===== config.mk =====
export PLATFORM = sky130hd
export DESIGN_NAME = mc_ctrl
export DESIGN_NICKNAME = d
export VERILOG_FILES = /design/src/rtl/mc_ctrl.sv
export SDC_FILE = /design/constraint.sdc
export NUM_CORES = 1
export LEC_CHECK = 0
export CAP_MARGIN = 5
export CORE_MARGIN = 1.5
export CORE_UTILIZATION = 51
export DETAILED_ROUTE_END_ITERATION = 10
export PLACE_DENSITY = 0.9
export SLEW_MARGIN = 20
export SYNTH_ARGS = -nofsm -noshare
export SYNTH_HDL_FRONTEND = slang
export SYNTH_SLANG_ARGS = --single-unit

===== constraint.sdc =====
create_clock -name clk -period 7.1 [get_ports clk]
set_input_delay 1.065 -clock clk [delete_from_list [all_inputs] [get_ports clk]]
set_output_delay 1.065 -clock clk [all_outputs]
set_load 0.01 [all_outputs]

===== src/rtl/mc_ctrl.sv =====
// mc_ctrl
//   Multi-cycle control FSM for the single-issue MIPS subset datapath.
//   Each instruction walks FETCH -> DECODE -> EXEC -> MEM -> WB. It leaves early
//   once its path is complete. Opcode and funct are captured from the
//   instruction memory on the edge that leaves FETCH. The later states are then
//   decoded from that captured copy.
//
// Ports
//   clk       in   1      rising-edge clock
//   reset     in   1      synchronous, active-high
//   instr     in   32     instruction memory output, sampled only in FETCH
//   zero      in   1      ALU equality flag, consulted only in EXEC of beq
//   PCWr      out  1      PC write strobe
//   NPCOp     out  2      next-PC select: 00 PC+4, 01 branch, 10 jump
//   IRWr      out  1      instruction-register write strobe
//   RFWr      out  1      register-file write strobe
//   RegDst    out  1      destination register: 0 rt, 1 rd
//   ALUSrc    out  1      ALU B operand: 0 rt data, 1 extender output
//   ALUOp     out  2      00 add, 01 sub, 10 or
//   EOp       out  2      00 sign-ext, 01 zero-ext, 10 imm<<16, 11 sign-ext<<2
//   DMWr      out  1      data-memory write strobe
//   MemtoReg  out  1      write-back source: 0 ALU result, 1 DM data
//   retired   out  CNT_W  count of completed instructions (wraps)

module mc_ctrl #(
  parameter int CNT_W = 32
) (
  input  logic             clk,
  input  logic             reset,
  input  logic [31:0]      instr,
  input  logic             zero,
  output logic             PCWr,
  output logic [1:0]       NPCOp,
  output logic             IRWr,
  output logic             RFWr,
  output logic             RegDst,
  output logic             ALUSrc,
  output logic [1:0]       ALUOp,
  output logic [1:0]       EOp,
  output logic             DMWr,
  output logic             MemtoReg,
  output logic [CNT_W-1:0] retired
);

  typedef enum logic [2:0] {
    S_FETCH  = 3'd0,
    S_DECODE = 3'd1,
    S_EXEC   = 3'd2,
    S_MEM    = 3'd3,
    S_WB     = 3'd4
  } state_t;

  typedef enum logic [3:0] {
    C_NOP, C_ADDU, C_SUBU, C_ORI, C_LW, C_SW, C_BEQ, C_LUI, C_J
  } iclass_t;

  state_t           state_q, state_d;
  logic [5:0]       op_q, op_d;
  logic [5:0]       funct_q, funct_d;
  logic [CNT_W-1:0] retired_q, retired_d;

  iclass_t    cls;
  logic [1:0] dec_aluop;
  logic [1:0] dec_eop;
  logic       done;

  // Only opcode and funct steer the controller. The register and immediate
  // fields go straight to the datapath.
  logic unused_instr;
  assign unused_instr = ^instr[25:6];

  // Classify the captured instruction. Also work out the ALU and extender
  // settings it uses. Unrecognised encodings fall through as nop.
  always_comb begin
    cls       = C_NOP;
    dec_aluop = 2'b00;
    dec_eop   = 2'b00;
    case (op_q)
      6'b000000: begin
        if (funct_q == 6'b100001) begin
          cls = C_ADDU;
        end else if (funct_q == 6'b100011) begin
          cls       = C_SUBU;
          dec_aluop = 2'b01;
        end
      end
      6'b001101: begin
        cls       = C_ORI;
        dec_aluop = 2'b10;
        dec_eop   = 2'b01;
      end
      6'b100011: cls = C_LW;
      6'b101011: cls = C_SW;
      6'b000100: begin
        cls       = C_BEQ;
        dec_aluop = 2'b01;
        dec_eop   = 2'b11;
      end
      6'b001111: begin
        cls     = C_LUI;
        dec_eop = 2'b10;
      end
      6'b000010: cls = C_J;
      default: ;
    endcase
  end

  // Next-state logic. 'done' marks the final state of the current path. That
  // state returns to FETCH and retires the instruction on the same edge.
  always_comb begin
    state_d = state_q;
    op_d    = op_q;
    funct_d = funct_q;
    done    = 1'b0;
    case (state_q)
      S_FETCH: begin
        op_d    = instr[31:26];
        funct_d = instr[5:0];
        state_d = S_DECODE;
      end
      S_DECODE: begin
        if (cls == C_J || cls == C_NOP) done = 1'b1;
        else                            state_d = S_EXEC;
      end
      S_EXEC: begin
        case (cls)
          C_ADDU, C_SUBU, C_ORI, C_LUI: state_d = S_WB;
          C_LW, C_SW:                   state_d = S_MEM;
          default:                      done = 1'b1;
        endcase
      end
      S_MEM: begin
        if (cls == C_LW) state_d = S_WB;
        else             done = 1'b1;
      end
      S_WB:    done = 1'b1;
      default: state_d = S_FETCH;
    endcase
    if (done) state_d = S_FETCH;
    retired_d = done ? retired_q + {{(CNT_W-1){1'b0}}, 1'b1} : retired_q;
  end

  // Output decode. The outputs depend on the state and the captured
  // instruction; the only exception is PCWr in beq EXEC, which follows zero.
  // Reset masks every strobe, so an aborted instruction leaves no side effect.
  always_comb begin
    PCWr     = 1'b0;
    NPCOp    = 2'b00;
    IRWr     = 1'b0;
    RFWr     = 1'b0;
    RegDst   = 1'b0;
    ALUSrc   = 1'b0;
    ALUOp    = 2'b00;
    EOp      = 2'b00;
    DMWr     = 1'b0;
    MemtoReg = 1'b0;
    case (state_q)
      S_FETCH: begin
        IRWr = 1'b1;
        PCWr = 1'b1;
      end
      S_DECODE: begin
        if (cls == C_J) begin
          PCWr  = 1'b1;
          NPCOp = 2'b10;
        end
      end
      S_EXEC: begin
        ALUOp = dec_aluop;
        EOp   = dec_eop;
        case (cls)
          C_ADDU, C_SUBU:             RegDst = 1'b1;
          C_ORI, C_LUI, C_LW, C_SW:   ALUSrc = 1'b1;
          C_BEQ: begin
            NPCOp = 2'b01;
            PCWr  = zero;
          end
          default: ;
        endcase
      end
      S_MEM: begin
        ALUOp = dec_aluop;
        EOp   = dec_eop;
        DMWr  = (cls == C_SW);
      end
      S_WB: begin
        ALUOp    = dec_aluop;
        EOp      = dec_eop;
        RFWr     = 1'b1;
        RegDst   = (cls == C_ADDU || cls == C_SUBU);
        MemtoReg = (cls == C_LW);
      end
      default: ;
    endcase
    if (reset) begin
      PCWr = 1'b0;
      IRWr = 1'b0;
      RFWr = 1'b0;
      DMWr = 1'b0;
    end
  end

  always_ff @(posedge clk) begin
    if (reset) begin
      state_q   <= S_FETCH;
      op_q      <= 6'd0;
      funct_q   <= 6'd0;
      retired_q <= '0;
    end else begin
      state_q   <= state_d;
      op_q      <= op_d;
      funct_q   <= funct_d;
      retired_q <= retired_d;
    end
  end

  assign retired = retired_q;

endmodule


---- Word level (Yosys, flattened, before mapping) ----
Cells that the tools add are included.
operators by class
  $add $sub $neg .......................... 1
  equal/unequal tests ..................... 23
  reduce and logical (&&, ||, !) cells .... 13
  bitwise logic cells ..................... 1
  multiplexer cells ....................... 35
operator list
  kind                                           count
  adder 32 x 1 -> 32 bit, second input constant  1
  case mux 4 bit (7 select lines)                1
  == test 6 bit, second input constant           4
  2-to-1 mux 1 bit                               19
  == test 4 x 3 -> 1 bit, second input constant  4
  case mux 3 bit (5 select lines)                1
  == test 6 x 4 -> 1 bit, second input constant  2
  case mux 2 bit (3 select lines)                2
  2-to-1 mux 2 bit                               5
  == test 4 x 2 -> 1 bit, second input constant  2
  OR reduction 4 bit                             2
  == test 3 x 2 -> 1 bit, second input constant  2
  == test 6 x 2 -> 1 bit, second input constant  1
  == test 6 x 3 -> 1 bit, second input constant  1
  logical NOT 6 bit                              1
  2-to-1 mux 3 bit                               2
  case mux 3 bit (2 select lines)                1
  OR reduction 2 bit                             3
  OR reduction 6 bit                             1
  == test 4 x 1 -> 1 bit, second input constant  1
  == test 4 bit, second input constant           1
  logical NOT 4 bit                              1
  inequality test 2 bit, second input constant   2
  case mux 1 bit (4 select lines)                1
  other kinds (11)                               12
storage, ports and cells
  output and inout port bits .............. 45
  register bits ........................... 47
  input bits .............................. 35

---- Logic depth before layout (Yosys ltp) ----
Gate-level depths: netlist of run 1.
  depth in word-level cells ............... 9
  gate-level depth with buffers ........... 9

---- Worst setup path after synthesis of run 1 ----
Ideal clock, no wire load.
  path kind ............................... register -> output
  start point ............................. register op_q[0]
  end point ............................... output port PCWr
  arrival time ............................ 2.670 ns
  path buffers ............................ 1
  stages on the path, launching flop included .. 8
  setup slack ............................. 3.365 ns
  required time ........................... 6.035 ns
  cell sequence ........................... dfxtp_1 > buf_6 > or4_4 > nor4_4 > nor2_1 > nor4_2 > a211oi_1 > a2111oi_0
on the way
  word-level cells in the longest chain between the ends .. 6
  elaborated cells on any way between the ends .. 14
  classes of those cells .................. eq/ne: 8; mux: 5; reduce/logical: 1
RTL lines
  element                                                         line      text
  from (decl)                                                     58        logic [5:0] op_q, op_d;
  from (signal assigned)                                          211       op_q <= op_d;
  == test 6 x 2 -> 1 bit (tied with other cells)                  78        case (op_q)
  case mux 4 bit (7 select lines) *                               78
  == test 4 x 3 -> 1 bit / == test 4 bit (equally long branches)  171, 163
  2-to-1 mux 1 bit, on equally long branches                      171, 163
  case mux 1 bit (3 select lines) *                               157       case (state_q)
  2-to-1 mux 1 bit *                                              195       if (reset) begin
  to (decl)                                                       32        output logic PCWr,
Every way passes the cells marked *; elsewhere a longest branch is shown, timed or not.

---- Final worst setup path of run 1 ----
Same ends and word-level chain as after synthesis.

==> results.toml, run 1 <==
[logic_synthesis]
seq_area_frac_synth_pct = 35.4
ys_types = 57
synth_top_cell_by_area = "dfxtp_1"
synthTopCellsByCount = "47 x dfxtp_1, 43 x a21oi_1, 42 x nand2_1"
ys_warn_count = 0
synth_area_mm2 = 0.00266
synth.ff_latch_count = 47
avgSynthCellArea_um2 = 7.81
async_flop_share_pct = 0
ys.flop_type = "dfxtp_1"
synthCells = 340
syn_nets = 376
ys_top_cells_by_area = "dfxtp_1 35%, a21oi_1 8.1%, nand2_1 5.9%"
synth-edff-count = 0
yosysMostFrequentCell = "dfxtp_1"
synth_top_area_share_pct = 35.4

[cts]
htree_levels = 2
cts_buffers = 5
cts_tree = "done"
clkSinkCount = 47
cts_resized = 0
clock_latency_ps = 290
cts-hold-fix-buffers = 0
clk_pin_slew_worst_paths_ps = 80
clockBufferDepth = 2
postCtsSetupRepairBufs = 0
clock_tree.root_cell = "clkbuf_8"

[placed_design]
placed_area_mm2 = 0.00323
hpwlAfterDp_um = 4460
port_buffers = 59
gp_congestion = 0.867

[min_path]
hp-class = "register to register"

[die]
die_w_um = 75.2
fp-row-count = 26
dieArea_mm2 = 0.00565
initial_core_util_pct = 52.3
coreArea_mm2 = 0.00507
num_io_pins = 80
die_h_um = 75.2

[global_routing]
grt_pass1_wl_um = 10000
grt_max_degree = 53
antenna_found_initial = 0
grtUsageTotal_pct = 22.5
grt_overflow = 0
grt_pass1_vias = 2311

[sta]
slew_viol_final = 0
skew_ps = 9.33
timing_hold_violations_final = 0
setup_tns_ps = 0
slew_headroom_pct = 49.8
fmax_ghz = 0.228
setup_viol = 0
fin_crit_sh_pct = 61.7
tightest_slew_ps = 751
min_period_ps = 4380
rsz0062_at_grt = "false"

[drt]
first_pass_iters = 5
route.detailed.drc = 0
ant_nets = 0
wire_per_inst_um = 13.9
drt_iter0_drc = 310
vias = 2754
routed_via_density = 6.04
drt_wl_total_um = 6360

[power_and_ir_drop]
p_seq_share_pct = 40.6
p_int_uw = 506
sw_frac_of_total_pct = 39.0
p_switching_uw = 323
pwr-share-clk_pct = 19.2
p_leak_nw = 1.04
power_density_mw_per_mm2 = 248
combPwrFrac_pct = 40.2
vdd_drop_max_uv = 181

[layout]
area_growth_pct = 25.9
nets = 422
diodes = 0
design_area_mm2 = 0.00334
ff_latch_area_um2 = 941
drive_above_1_share_pct = 6.22
multi_input_area_mm2 = 0.00156
nFillCells = 435

[flow_run]
maxCapViolations = 0

[critical_path]
cp-start-kind = "register"
worstPathArrival_ps = 3320
crit_fanout = 10
endpoint_kind = "output port"
crit_type = "register to output port"
required_ps = 6030

[outcome]
outcome = "completed"
metal layers:
metal	vias up	part of all wire [%]	global-route usage [%]
li1	1349	-	-
met1	1298	45	30.2
met2	97	48	37.1
met3	10	5.6	3.75
met4	0	1.1	7.34
met5	-	0	0
flip-flops by register name, summed over array words and instances, names as in the netlist:
register and count:
op_q 6, retired 32, state_q 3, funct_q 6
metrics by stage:
step / util (%) / setup WS, ps / total power, mW / cells / hold slack, ps
floorplan: - / 3370 / 0.598 / 340 / 431
global placement: 63.6 / 3070 / 0.631 / 448 / 438
detailed placement: 63.6 / 3000 / 0.641 / 448 / 444
CTS: 65.3 / 2670 / 0.799 / 455 / 456
global route: 65.9 / 2440 / 0.885 / 456 / 497
finish: 65.9 / 2720 / 0.829 / 456 / 457
area by class of cell:
cell class                      count  share of cell area [%]
Tap cell                           70                    2.62
Clock buffer                        6                    2.47
Multi-Input combinational cell    261                    46.7
Clock inverter                      1                   0.150
Sequential cell                    47                    28.1
Timing Repair Buffer               62                    18.9
Inverter                            9                    1.01
worst paths after layout:
check / end / cells after the start / slack, ps / start
worst max-delay path: PCWr / 7 / 2720 / op_q[0]
worst min-delay path: funct_q[3] / 2 / 460 / funct_q[3]
worst max register to register: retired[19] / 7 / 4220 / op_q[0]
worst min register to register: funct_q[3] / 2 / 460 / funct_q[3]
power by group through the flow:
stage          Sequential (mW)  Clock, mW  Combinational (mW)
6_report                 0.336      0.159               0.333
5_1_grt                  0.343      0.172               0.370
4_1_cts                  0.335      0.163               0.301
3_5_place_dp             0.341          0               0.299
3_3_place_gp             0.340          0               0.292
2_1_floorplan            0.316          0               0.281
critical path: stages, from the launching register on:
cell	delay (ps)
dfxtp_1	410
or4_4	600
nor4_4	380
nor2_1	200
nor4_2	340
a211oi_1	110
a2111oi_0	370
clkdlybuf4s50_1	610
layout by cell type (no fill, tap or decap), drive strengths merged, types with 9 or more instances in the layout:
cell           count
clkdlybuf4s50     59
dfxtp             47
a21oi             43
nand2             42
nand3             20
nor2              17
or4               17
o31ai             15
or3               12
o21ai             12
nor3              10
inv                9
cell families (layout without fill, tap and decap cells):
kind of cell / Yosys count / in the layout / share of synthesized area [%]
buffers and inverters: 32 / 78 / 5.84
flip-flops: 47 / 47 / 35.4
AND/OR/NAND/NOR: 164 / 164 / 34.6
multiplexers: 3 / 3 / 1.22
adder cells (fa/ha/maj): 1 / 1 / 0.471
XOR/XNOR: 4 / 4 / 1.32
AO/OA/AOI/OAI: 89 / 89 / 21.1
Note: power is estimated with default switching activity, not from simulation.
==> inputs of run 2 (changes only) <==
--- a/config.mk
+++ b/config.mk
@@ -7,9 +7,9 @@
 export LEC_CHECK = 0
 export CAP_MARGIN = 5
 export CORE_MARGIN = 1.5
-export CORE_UTILIZATION = 51
+export CORE_UTILIZATION = 47
 export DETAILED_ROUTE_END_ITERATION = 10
-export PLACE_DENSITY = 0.9
+export PLACE_DENSITY = 0.84
 export SLEW_MARGIN = 20
 export SYNTH_ARGS = -nofsm -noshare
 export SYNTH_HDL_FRONTEND = slang
==> constraint.sdc (replaced) <==
create_clock -name clk -period 4.5 [get_ports clk]
set_input_delay 0.675 -clock clk [delete_from_list [all_inputs] [get_ports clk]]
set_output_delay 0.675 -clock clk [all_outputs]
set_load 0.01 [all_outputs]
==> run 2 against run 1 <==
Against the previous run: die area up 8.2%; largest power group unchanged; critical endpoint unchanged; hold slack gained 1.9 ps; global-route usage down 1.3 points.
==> results.toml, run 2 (synthesis results as in run 1) <==
[min_path]
min_path_cells = 2
min_to = "funct_q[4]"
hp-start = "funct_q[4]"
hp-class = "register to register"

[power_and_ir_drop]
p_leak_nw = 1.04
vdd_drop_max_uv = 340
power_density_mw_per_mm2 = 386

[critical_path]
reg2reg_slack_ps = 1550
required_ps = 3830
endpoint_kind = "output port"
crit_type = "register to output port"
cp-start-kind = "register"
r2r_cells = 7
crit_fanout = 6
rr_endpoint = "retired[1]"
worstPathArrival_ps = 3360
r2r_start = "op_q[0]"

[sta]
timing_hold_violations_final = 0
rsz0062_at_grt = "false"
skew_ps = 5.46
setup_viol = 0
slew_viol_final = 0
setup_tns_ps = 0
tightest_slew_ps = 678
whs_ps = 459
slew_headroom_pct = 54.7
fmax_ghz = 0.248
fin_crit_sh_pct = 89.8
min_period_ps = 4040

[cts]
cts_tree = "done"
htree_levels = 2
cts_resized = 0
clock_latency_ps = 300
clock_tree.root_cell = "clkbuf_8"
clkSinkCount = 47
clk_pin_slew_worst_paths_ps = 80
postCtsSetupRepairBufs = 0
cts_buffers = 5
clockBufferDepth = 2
cts-hold-fix-buffers = 0

[layout]
diodes = 0
final_common_cell = "clkdlybuf4s50_1"
area_growth_pct = 25.7
drive_above_1_share_pct = 6.20
largest_register_ffs = 32
most-common-layout-cells = "59 x clkdlybuf4s50_1, 47 x dfxtp_1, 43 x a21oi_1"
nets = 422

[global_routing]
grt_pass1_vias = 2433
antenna_found_initial = 0
grtUsageTotal_pct = 21.2
grt_overflow = 0
grt_util_met2_pct = 33.1
grt_max_degree = 51
grt_use_met1_pct = 27.6
busiest_layer = "met2"
grt_util_met3_pct = 5.70
grt_pass1_wl_um = 10700

[drt]
vias = 2709
ant_nets = 0
route.detailed.drc = 0
wire_per_inst_um = 13.8
routed_via_density = 5.90
drt_iter0_drc = 193
drt_wl_total_um = 6330
first_pass_iters = 4

[die]
initial_core_util_pct = 48.5
num_io_pins = 80
dieArea_mm2 = 0.00611
fp-row-count = 27
die_h_um = 78.2
die_w_um = 78.2
coreArea_mm2 = 0.00547

[placed_design]
gp_congestion = 0.856
hpwlAfterDp_um = 4490
port_buffers = 59

[outcome]
outcome = "completed"

[flow_run]
maxCapViolations = 0
run 2: cell count changes in the layout (fill, tap and decap cells not counted), sizes merged:
| cell | delta |
|---|---|
| clkbuf | +2 |
| clkinv | -1 |
run 2: worst max-delay path by stage:
| stage | from | end | slack, ps | cells past startpoint |
|---|---|---|---|---|
| finish | funct_q[2] | PCWr | 460 | 7 |
| global route | op_q[2] | PCWr | 290 | 7 |
| CTS | funct_q[2] | PCWr | 460 | 7 |
| detailed placement | funct_q[2] | PCWr | 820 | 7 |
| global placement | funct_q[2] | PCWr | 830 | 7 |
| floorplan | op_q[0] | PCWr | 1160 | 7 |
run 2: power breakdown:
group,total (mW),switching (mW),leakage (nW),internal (mW)
Clock,0.276,0.135,0.0515,0.140
Sequential,0.531,0.0710,0.382,0.460
Combinational,0.480,0.294,0.603,0.187
Total,1.29,0.500,1.04,0.787
run 2: layout make-up:
cell class / instances / area [um2]
well taps: 72 / 90.1
inverters: 9 / 33.8
flip-flops and latches: 47 / 941
repair buffers: 62 / 613
multi-input cells: 261 / 1560
fillers: 511 / 2130
clock buffers: 8 / 100
run 2: routing by layer:
layer	share of wire, %	routed length (um)	vias to the layer above
li1	-	-	1349
met1	46	2920	1277
met2	47	2950	72
met3	5.2	332	11
met4	2.1	131	0
met5	0	0	-
run 2: worst max-delay path, cell delays in order (launching register included):
cell and delay [ps]:
dfxtp_1 320, or4b_2 720, nor4_4 360, nor2_1 200
nor4_2 340, a211oi_1 110, a2111oi_0 390, clkdlybuf4s50_1 610
run 2: stage by stage:
stage | power (mW) | instance area (um2) | setup slack (ps) | instances | util (%)
after global placement | 1.01 | 3240 | 831 | 451 | 59.2
final | 1.29 | 3340 | 461 | 459 | 61.0
after detailed placement | 1.02 | 3240 | 818 | 451 | 59.2
after CTS | 1.29 | 3340 | 459 | 459 | 61.0
after floorplan | 0.943 | 2660 | 1160 | 340 | -
after global routing | 1.38 | 3340 | 289 | 459 | 61.0
